<file path="src/rtl/umi_rr_arbiter_if.sv">
// Bundles the requester-side and downstream-side signals of the round-robin arbiter.
// slave = arbiter view, master = requesters plus downstream sink.
interface umi_rr_arbiter_if #(
    parameter int N  = 4,
    parameter int DW = 256,
    parameter int SW = (N > 1) ? $clog2(N) : 1
);
    logic [N*DW-1:0] in_packet;
    logic [N-1:0]    in_valid;
    logic [N-1:0]    in_ready;
    logic [N-1:0]    enable;
    logic [DW-1:0]   out_packet;
    logic            out_valid;
    logic            out_ready;
    logic [SW-1:0]   out_src;
    logic [SW-1:0]   grant_ptr;

    modport slave (
        input  in_packet, in_valid, enable, out_ready,
        output in_ready, out_packet, out_valid, out_src, grant_ptr
    );

    modport master (
        output in_packet, in_valid, enable, out_ready,
        input  in_ready, out_packet, out_valid, out_src, grant_ptr
    );
endinterface

</file>
<file path="src/rtl/umi_rr_arbiter.sv">
// Round-robin N:1 UMI packet arbiter feeding a single registered output stage.
// Latency: 1 cycle from accept to out_valid; one packet per cycle sustained.
// Backpressure: !out_ready with a held packet blocks all in_ready; draining reloads same edge.
module umi_rr_arbiter #(
    parameter int N  = 4,
    parameter int DW = 256,
    parameter int SW = (N > 1) ? $clog2(N) : 1
) (
    input  logic            clk,
    input  logic            nreset,
    umi_rr_arbiter_if.slave bus
);
    logic [N-1:0]  req;
    logic          load;
    logic          found;
    logic [SW-1:0] sel;
    logic [DW-1:0] win_pkt;

    logic          out_valid_q;
    logic [DW-1:0] out_packet_q;
    logic [SW-1:0] out_src_q;
    logic [SW-1:0] grant_ptr_q;

    assign req  = bus.in_valid & bus.enable;
    // nreset gates load so no in_ready pulse can escape while reset is held
    assign load = nreset && (|req) && (!out_valid_q || bus.out_ready);

    always_comb begin : pick
        int idx;
        found   = 1'b0;
        sel     = '0;
        win_pkt = '0;
        idx     = 0;
        for (int k = 0; k < N; k++) begin
            idx = int'(grant_ptr_q) + k;
            if (idx >= N) begin
                idx = idx - N;
            end
            if (!found && req[idx]) begin
                found   = 1'b1;
                sel     = SW'(idx);
                win_pkt = bus.in_packet[idx*DW +: DW];
            end
        end
    end

    always_comb begin
        bus.in_ready = '0;
        for (int i = 0; i < N; i++) begin
            bus.in_ready[i] = load && (sel == SW'(i));
        end
    end

    always_ff @(posedge clk or negedge nreset) begin
        if (!nreset) begin
            out_valid_q  <= 1'b0;
            out_packet_q <= '0;
            out_src_q    <= '0;
            grant_ptr_q  <= '0;
        end else if (load) begin
            out_valid_q  <= 1'b1;
            out_packet_q <= win_pkt;
            out_src_q    <= sel;
            grant_ptr_q  <= (int'(sel) == N - 1) ? '0 : sel + SW'(1);
        end else if (bus.out_ready) begin
            out_valid_q  <= 1'b0;
        end
    end

    assign bus.out_valid  = out_valid_q;
    assign bus.out_packet = out_packet_q;
    assign bus.out_src    = out_src_q;
    assign bus.grant_ptr  = grant_ptr_q;
endmodule

</file>
<file path="src/flat_wrapper.sv">
// flat-port wrapper written by rule: the top's interface ports become plain ports
module umi_rr_arbiter_flat 
#(
    parameter int N  = 4,
    parameter int DW = 256,
    parameter int SW = (N > 1) ? $clog2(N) : 1
)
  (clk, nreset, bus_in_packet, bus_in_valid, bus_enable, bus_out_ready, bus_in_ready, bus_out_packet, bus_out_valid, bus_out_src, bus_grant_ptr);
  umi_rr_arbiter_if #(.N(N), .DW(DW), .SW(SW)) bus_i ();
  input  logic clk;
  input  logic nreset;
  input wire logic [$bits(bus_i.in_packet)-1:0] bus_in_packet;
  input wire logic [$bits(bus_i.in_valid)-1:0] bus_in_valid;
  input wire logic [$bits(bus_i.enable)-1:0] bus_enable;
  input wire logic [$bits(bus_i.out_ready)-1:0] bus_out_ready;
  output wire logic [$bits(bus_i.in_ready)-1:0] bus_in_ready;
  output wire logic [$bits(bus_i.out_packet)-1:0] bus_out_packet;
  output wire logic [$bits(bus_i.out_valid)-1:0] bus_out_valid;
  output wire logic [$bits(bus_i.out_src)-1:0] bus_out_src;
  output wire logic [$bits(bus_i.grant_ptr)-1:0] bus_grant_ptr;
  assign bus_i.in_packet = bus_in_packet;
  assign bus_i.in_valid = bus_in_valid;
  assign bus_i.enable = bus_enable;
  assign bus_i.out_ready = bus_out_ready;
  assign bus_in_ready = bus_i.in_ready;
  assign bus_out_packet = bus_i.out_packet;
  assign bus_out_valid = bus_i.out_valid;
  assign bus_out_src = bus_i.out_src;
  assign bus_grant_ptr = bus_i.grant_ptr;
  umi_rr_arbiter #(.N(N), .DW(DW), .SW(SW)) u_core (.clk(clk), .nreset(nreset), .bus(bus_i));
endmodule
</file>
<file path="config.mk">
export PLATFORM = sky130hd
export DESIGN_NAME = umi_rr_arbiter_flat
export DESIGN_NICKNAME = d
export VERILOG_FILES = /design/src/rtl/umi_rr_arbiter_if.sv /design/src/rtl/umi_rr_arbiter.sv /design/src/flat_wrapper.sv
export SDC_FILE = /design/constraint.sdc
export NUM_CORES = 1
export LEC_CHECK = 0
export CORE_AREA = 2 2 500 502
export DETAILED_ROUTE_END_ITERATION = 7
export DIE_AREA = 0 0 502 504
export GPL_ROUTABILITY_DRIVEN = 0
export MAX_ROUTING_LAYER = met4
export PLACE_DENSITY = 0.39
export SLEW_MARGIN = 20
export SYNTH_ARGS = -nofsm -noshare
export SYNTH_HDL_FRONTEND = slang
export SYNTH_SLANG_ARGS = --single-unit
</file>
<file path="constraint.sdc">
create_clock -name clk -period 4.85 [get_ports clk]
set_clock_uncertainty 0.1 [all_clocks]
set_input_delay 1.455 -clock clk [delete_from_list [all_inputs] [get_ports clk]]
set_output_delay 1.455 -clock clk [all_outputs]
set_load 0.02 [all_outputs]
</file>
==> flow_summary.json, run 1 <==
{
  "finalCritPeriodShare_pct": 99.2,
  "final_cells": 8934,
  "final_common_cell": "clkdlybuf4s50_1",
  "synth_top_cell_area_share_pct": 29.0,
  "drtPass1Iterations": 6,
  "rrSetupSlack_ns": 1.17,
  "crit_fanout": 3,
  "yosysTopAreaCell": "mux4_2",
  "crit_type": "in -> out",
  "mostFrequentLayoutCells": "clkdlybuf4s50_1 (1286), a21oi_1 (763), mux4_2 (513)",
  "maxUsedRoutingLayer": "met4",
  "cts_max_path_buffers": 3,
  "synthCells": 4463,
  "worstPathRequired_ns": 3.29,
  "max_cap_viol_count": 0,
  "cts_htree_levels": 2,
  "fp.coreArea_um2": 248000,
  "final_area_um2": 59100,
  "synth_area_per_cell_um2": 8.96,
  "start_kind": "primary input",
  "wl_per_cell_um": 29.2,
  "grt_max_degree": 123,
  "numCtsBuffers": 45,
  "slew_headroom_pct": 23.3,
  "area_growth_pct": 47.8,
  "endpoint_kind": "output port",
  "ys_ff_latch": 261,
  "syn_nets": 5503,
  "fmax_mhz": 208,
  "power_density_nw_per_um2": 659,
  "reg2reg_to": "u_core.bus.out_packet[44]",
  "clk_latency_ns": 0.66,
  "hold_path_class": "reg -> reg",
  "clk_pin_slew_worst_paths_ns": 0.06,
  "fin_setup_tns_ns": 0,
  "nets": 6520,
  "synth_area_leaders": "mux4_2 (29%), dfrtp_1 (16%), mux2i_1 (12%), a21oi_1 (9.6%), o21ai_0 (6.3%)",
  "syn_area_um2": 40000,
  "synth_compound_area_share_pct": 25.4,
  "synth_fa_ha_area_share_pct": 0.156,
  "rows": 183,
  "placed_cell_area_um2": 57300,
  "die_area_um2": 253000,
  "rsz0062_at_grt": "yes",
  "cts_hold_buf": 0,
  "r2r_start": "u_core.bus.grant_ptr[1]",
  "yosysSeqAreaShare_pct": 16.3,
  "synth_edf_count": 0,
  "cts_root_buf": "clkbuf_16",
  "drv_slew": 0,
  "synthArstFlopShare_pct": 100,
  "ff2ff_path_depth": 9,
  "dr_total_vias": 45600,
  "wl_mm": 261,
  "io_buffers": 1299,
  "die_h_um": 504,
  "crit_end": "bus_in_ready[1]",
  "gr-total-overflow": 0,
  "wl_met3_mm": 23.4,
  "initial_core_util_pct": 16.2,
  "die_w_um": 502,
  "leakagePower_nw": 20.8,
  "placedCellCount": 8761,
  "drt_iter0_drc": 4233,
  "ant_nets": 0,
  "synth-xor-area-share_pct": 0.0219,
  "antenna_found_initial": 101,
  "io_pins": 1300,
  "drive_gt1_share_pct": 17.6,
  "whs_ns": 0.384,
  "drc": 0,
  "yosys.area_share.simple_pct": 10.0,
  "drt-met1-wl_mm": 106,
  "track_usage_pct": 20.1,
  "vias_per_cell": 5.11,
  "clock_sinks": 261,
  "synth_warnings": 0,
  "synth_ff_type": "dfrtp_1",
  "setup_viol": 0,
  "peakVddDrop_uv": 627,
  "crit_start": "bus_enable[3]",
  "hpwl_mm": 190,
  "synth_top_family_by_area": "multiplexers",
  "period_minus_slack_ns": 4.81,
  "route.met2.wl_mm": 126,
  "first_global_vias": 44700,
  "synthDistinctLibCells": 41,
  "grt_pass1_wl_mm": 361,
  "worstMarginPinSlew_ns": 1.15,
  "cp.arrival_ns": 3.25,
  "synthMuxAreaShare_pct": 41.9,
  "hold_viol": 0,
  "cts_tree": "built",
  "status": "complete, no violations"
}
per-layer routing:
| metal | GRT usage (%) | vias up |
|---|---|---|
| met2 | 32.8 | 2398 |
| met5 | - | - |
| li1 | - | 19600 |
| met1 | 24.6 | 23400 |
| met4 | 5.08 | 0 |
| met3 | 5.28 | 258 |
final cells by class:
type / instances / area [µm²]
Fill cell: 26700 / 188000
Multi-Input combinational cell: 3651 / 31200
Timing Repair Buffer: 1519 / 15500
Sequential cell: 261 / 6540
Tap cell: 3330 / 4170
Clock buffer: 72 / 1400
Antenna cell: 92 / 230
Clock inverter: 7 / 114
Inverter: 2 / 15.0
timing repair:
item / 4_1_cts / 5_1_grt
buffers inserted: 4 / 1
resized for setup: 56 / 3
pin swaps: 8 / 3
endpoints found under the setup margin: 4 / 4
worst min path at each step:
stage	start	endpoint	slack, ns	depth (start not counted)
3_3_place_gp	u_core.bus.out_src[1]	u_core.bus.out_src[1]	0.37	2
6_report	u_core.bus.out_src[1]	u_core.bus.out_src[1]	0.38	2
2_1_floorplan	u_core.bus.out_src[1]	u_core.bus.out_src[1]	0.49	2
5_1_grt	u_core.bus.out_src[1]	u_core.bus.out_src[1]	0.42	2
3_5_place_dp	u_core.bus.out_src[1]	u_core.bus.out_src[1]	0.37	2
4_1_cts	u_core.bus.out_src[1]	u_core.bus.out_src[1]	0.39	2
cell usage after synthesis (5+ instances only):
cell	number
a21oi_1	763
mux4_2	514
o21ai_0	504
mux2i_1	484
clkbuf_1	344
nor2_1	262
dfrtp_1	261
o31ai_1	257
nand2_1	240
o22ai_1	228
buf_2	161
nor2b_1	160
nor2b_2	100
nor3_1	30
a211oi_1	29
mux2_2	29
buf_6	27
o21a_1	18
buf_1	17
ha_1	5
report_power, final:
group / total [W] / switching, W / internal (W)
sequential: 0.00436 / 0.00105 / 0.00331
clock: 0.00364 / 0.00152 / 0.00212
combinational: 0.0309 / 0.0172 / 0.0137
stage by stage:
| step | total power [W] | setup WS [ns] | util [%] |
|---|---|---|---|
| after CTS | 0.0392 | -0.0272 | 23.8 |
| after detailed placement | 0.0352 | -1.23 | 23.1 |
| final | 0.0389 | 0.0409 | 23.9 |
| after global routing | 0.0413 | -0.0330 | 23.9 |
| after global placement | 0.0351 | -1.27 | 23.1 |
| after floorplan | 0.0236 | 0.155 | - |
flip-flops by register name, indices dropped and copies added (netlist names):
register and cells:
u_core.bus.out_packet 256, u_core.bus.grant_ptr 2, u_core.bus.out_src 2, u_core.bus.out_valid 1
worst max-delay path, cell delays in order:
cell and delay, ns:
buf_12 0.10, nand2_8 0.06, mux4_4 0.65, buf_6 0.16, a32o_2 0.29, nor3_4 0.24, buf_6 0.15, buf_12 0.11
cell families after synthesis:
group,count (synthesis)
flops,261
mux,1027
compound gates,1813
simple gates,805
fa+ha+maj,5
xor+xnor,1
buf+inv,551
No activity file was read; power rests on OpenSTA's default activity.
==> run 2, diff against run 1 <==
- clock period: 4.85 -> 5.61 ns (I/O delays scaled with it)
==> run 2 against run 1 <==
Against the previous run:
- wire length down 0.52%
- cell count down 0.73%
- register-to-register slack improved by 0.43 ns
- sequential share of layout area up 0.085 points
- worst setup slack better by 0.057 ns
- die area did not move
- global-route usage is 0.071 points lower
- worst hold slack improved by 0.010 ns
- flip-flop and latch count unchanged
- clock power fell by 15%
- clock-buffer cell count grew 7
- power shrank 14%
- critical endpoint unchanged
==> flow_summary.json, run 2 (synthesis gave the netlist of run 1 again) <==
{
  "status": "complete, no violations",
  "crit_family": "buffers and inverters",
  "clk_latency_ns": 0.64,
  "numCtsBuffers": 47,
  "gr-total-overflow": 0,
  "hold_viol": 0,
  "final_cells": 8869,
  "nets": 6473,
  "cts_root_buf": "clkbuf_16",
  "crit_top_cell": "buf_6",
  "grt_max_degree": 122,
  "slowest_delay_ns": 0.50,
  "cts_max_path_buffers": 3,
  "rows": 183,
  "ant_nets": 0,
  "setup_viol": 0,
  "endpoint_kind": "output port",
  "peakVddDrop_uv": 553,
  "drive_gt1_share_pct": 16.7,
  "worstPathRequired_ns": 3.83,
  "cp.arrival_ns": 3.73,
  "cts_tree": "built",
  "drtPass1Iterations": 6,
  "drc": 0,
  "power_density_nw_per_um2": 568,
  "pre_cts_slack_ns": -0.758,
  "first_global_vias": 44300,
  "max_cap_viol_count": 0,
  "clk_pin_slew_worst_paths_ns": 0.06,
  "hold_path_class": "reg -> reg",
  "wl_mm": 260,
  "placedCellCount": 8714,
  "io_buffers": 1299,
  "vias_per_cell": 5.13,
  "cts_htree_levels": 2,
  "cp_num_buf_inv": 5,
  "hpwl_mm": 185,
  "finalCritPeriodShare_pct": 98.3,
  "fp.coreArea_um2": 248000,
  "io_pins": 1300,
  "initial_core_util_pct": 16.2,
  "crit_fanout": 5,
  "fin_setup_tns_ns": 0,
  "slew_headroom_pct": 15.3,
  "cts_hold_buf": 0,
  "antenna_found_initial": 84,
  "worstMarginPinSlew_ns": 1.27,
  "clock_sinks": 261,
  "total_power_w": 0.0333,
  "area_growth_pct": 46.7,
  "slowest_stage": "mux4_2",
  "crit_type": "in -> out",
  "period_minus_slack_ns": 5.51,
  "crit_chain": "clkdlybuf4s15_2 -> nand2_4 -> buf_6 -> mux4_2 -> a21boi_2 -> a2bb2oi_1 -> buf_4 -> nor3_4 -> buf_6 -> buf_12",
  "final_core_util_pct": 23.7,
  "final_common_cell": "clkdlybuf4s50_1",
  "mostFrequentLayoutCells": "clkdlybuf4s50_1 (1286), a21oi_1 (763), mux4_2 (513)",
  "die_h_um": 504,
  "rsz0062_at_grt": "no",
  "die_area_um2": 253000,
  "die_w_um": 502,
  "drt_iter0_drc": 3887,
  "leakagePower_nw": 20.5,
  "track_usage_pct": 20.0,
  "grt_pass1_wl_mm": 360,
  "drv_slew": 0,
  "wl_per_cell_um": 29.3,
  "start_kind": "primary input",
  "largest_reg_flops": 256,
  "fin_ws_ns": 0.0978,
  "dr_total_vias": 45500,
  "fmax_mhz": 181
}
-- run 2: changes by cell type in the layout (fill, tap and decap cells not counted), sizes merged --
cell	previous run	this run
buf	233	176
bufinv	3	0
clkbuf	72	80
clkdlybuf4s15	0	1
clkinv	3	5
diode	92	71
dlygate4sd2	0	6
inv	3	2
-- run 2: worst paths after layout --
check	slack [ns]	from	cells after the start	endpoint
max	0.1	bus_in_valid[3]	10	bus_in_ready[1]
min	0.39	u_core.bus.out_src[1]	2	u_core.bus.out_src[1]
max reg2reg	1.60	u_core.bus.grant_ptr[0]	7	u_core.bus.out_packet[234]
min reg2reg	0.39	u_core.bus.out_src[1]	2	u_core.bus.out_src[1]
max in group asynchronous	3.06	nreset	3	u_core.bus.out_packet[151]
min in group asynchronous	1.05	nreset	2	u_core.bus.out_packet[10]
-- run 2: power by group --
part	internal, W	switching, W	leakage (nW)
registers	0.00286	0.000881	3.01
clock network	0.00180	0.00130	0.756
logic	0.0117	0.0148	16.8
total	0.0163	0.0170	20.5
-- run 2: worst register-to-register path, cell delays in order, from the launching register on --
cell and delay (ns):
dfrtp_4 0.54, buf_12 0.37, buf_4 0.78, buf_4 0.81, mux4_2 0.64, nor2b_1 0.14
o31ai_1 0.37, a21oi_1 0.12
-- run 2: final cells by class --
type	instances	area [µm²]
Clock buffer	79	1500
Timing Repair Buffer	1470	15100
Multi-Input combinational cell	3651	31100
Antenna cell	71	178
Inverter	2	15.0
Clock inverter	5	28.8
Fill cell	26800	189000
Sequential cell	261	6540
Tap cell	3330	4170
-- run 2: routing by layer --
metal	vias up	track usage, %	part of all wire [%]
met3	273	5.17	8.7
met5	-	-	0
li1	19500	-	-
met2	2171	32.5	48
met4	0	5.04	2.2
met1	23600	24.7	41
-- run 2: metrics by stage --
stage,instance area (µm²),hold slack (ns)
after CTS,58500,0.389
final,58600,0.394
after floorplan,40000,0.490
after detailed placement,56900,0.374
after global placement,56900,0.378
after global routing,58600,0.432
-- run 2: repair_timing --
item	in CTS	in global routing
endpoints found under the setup margin	4	3
setup buffers	0	1
gates resized for setup	23	3
endpoints found under the hold margin	0	0
pin swaps	5	1
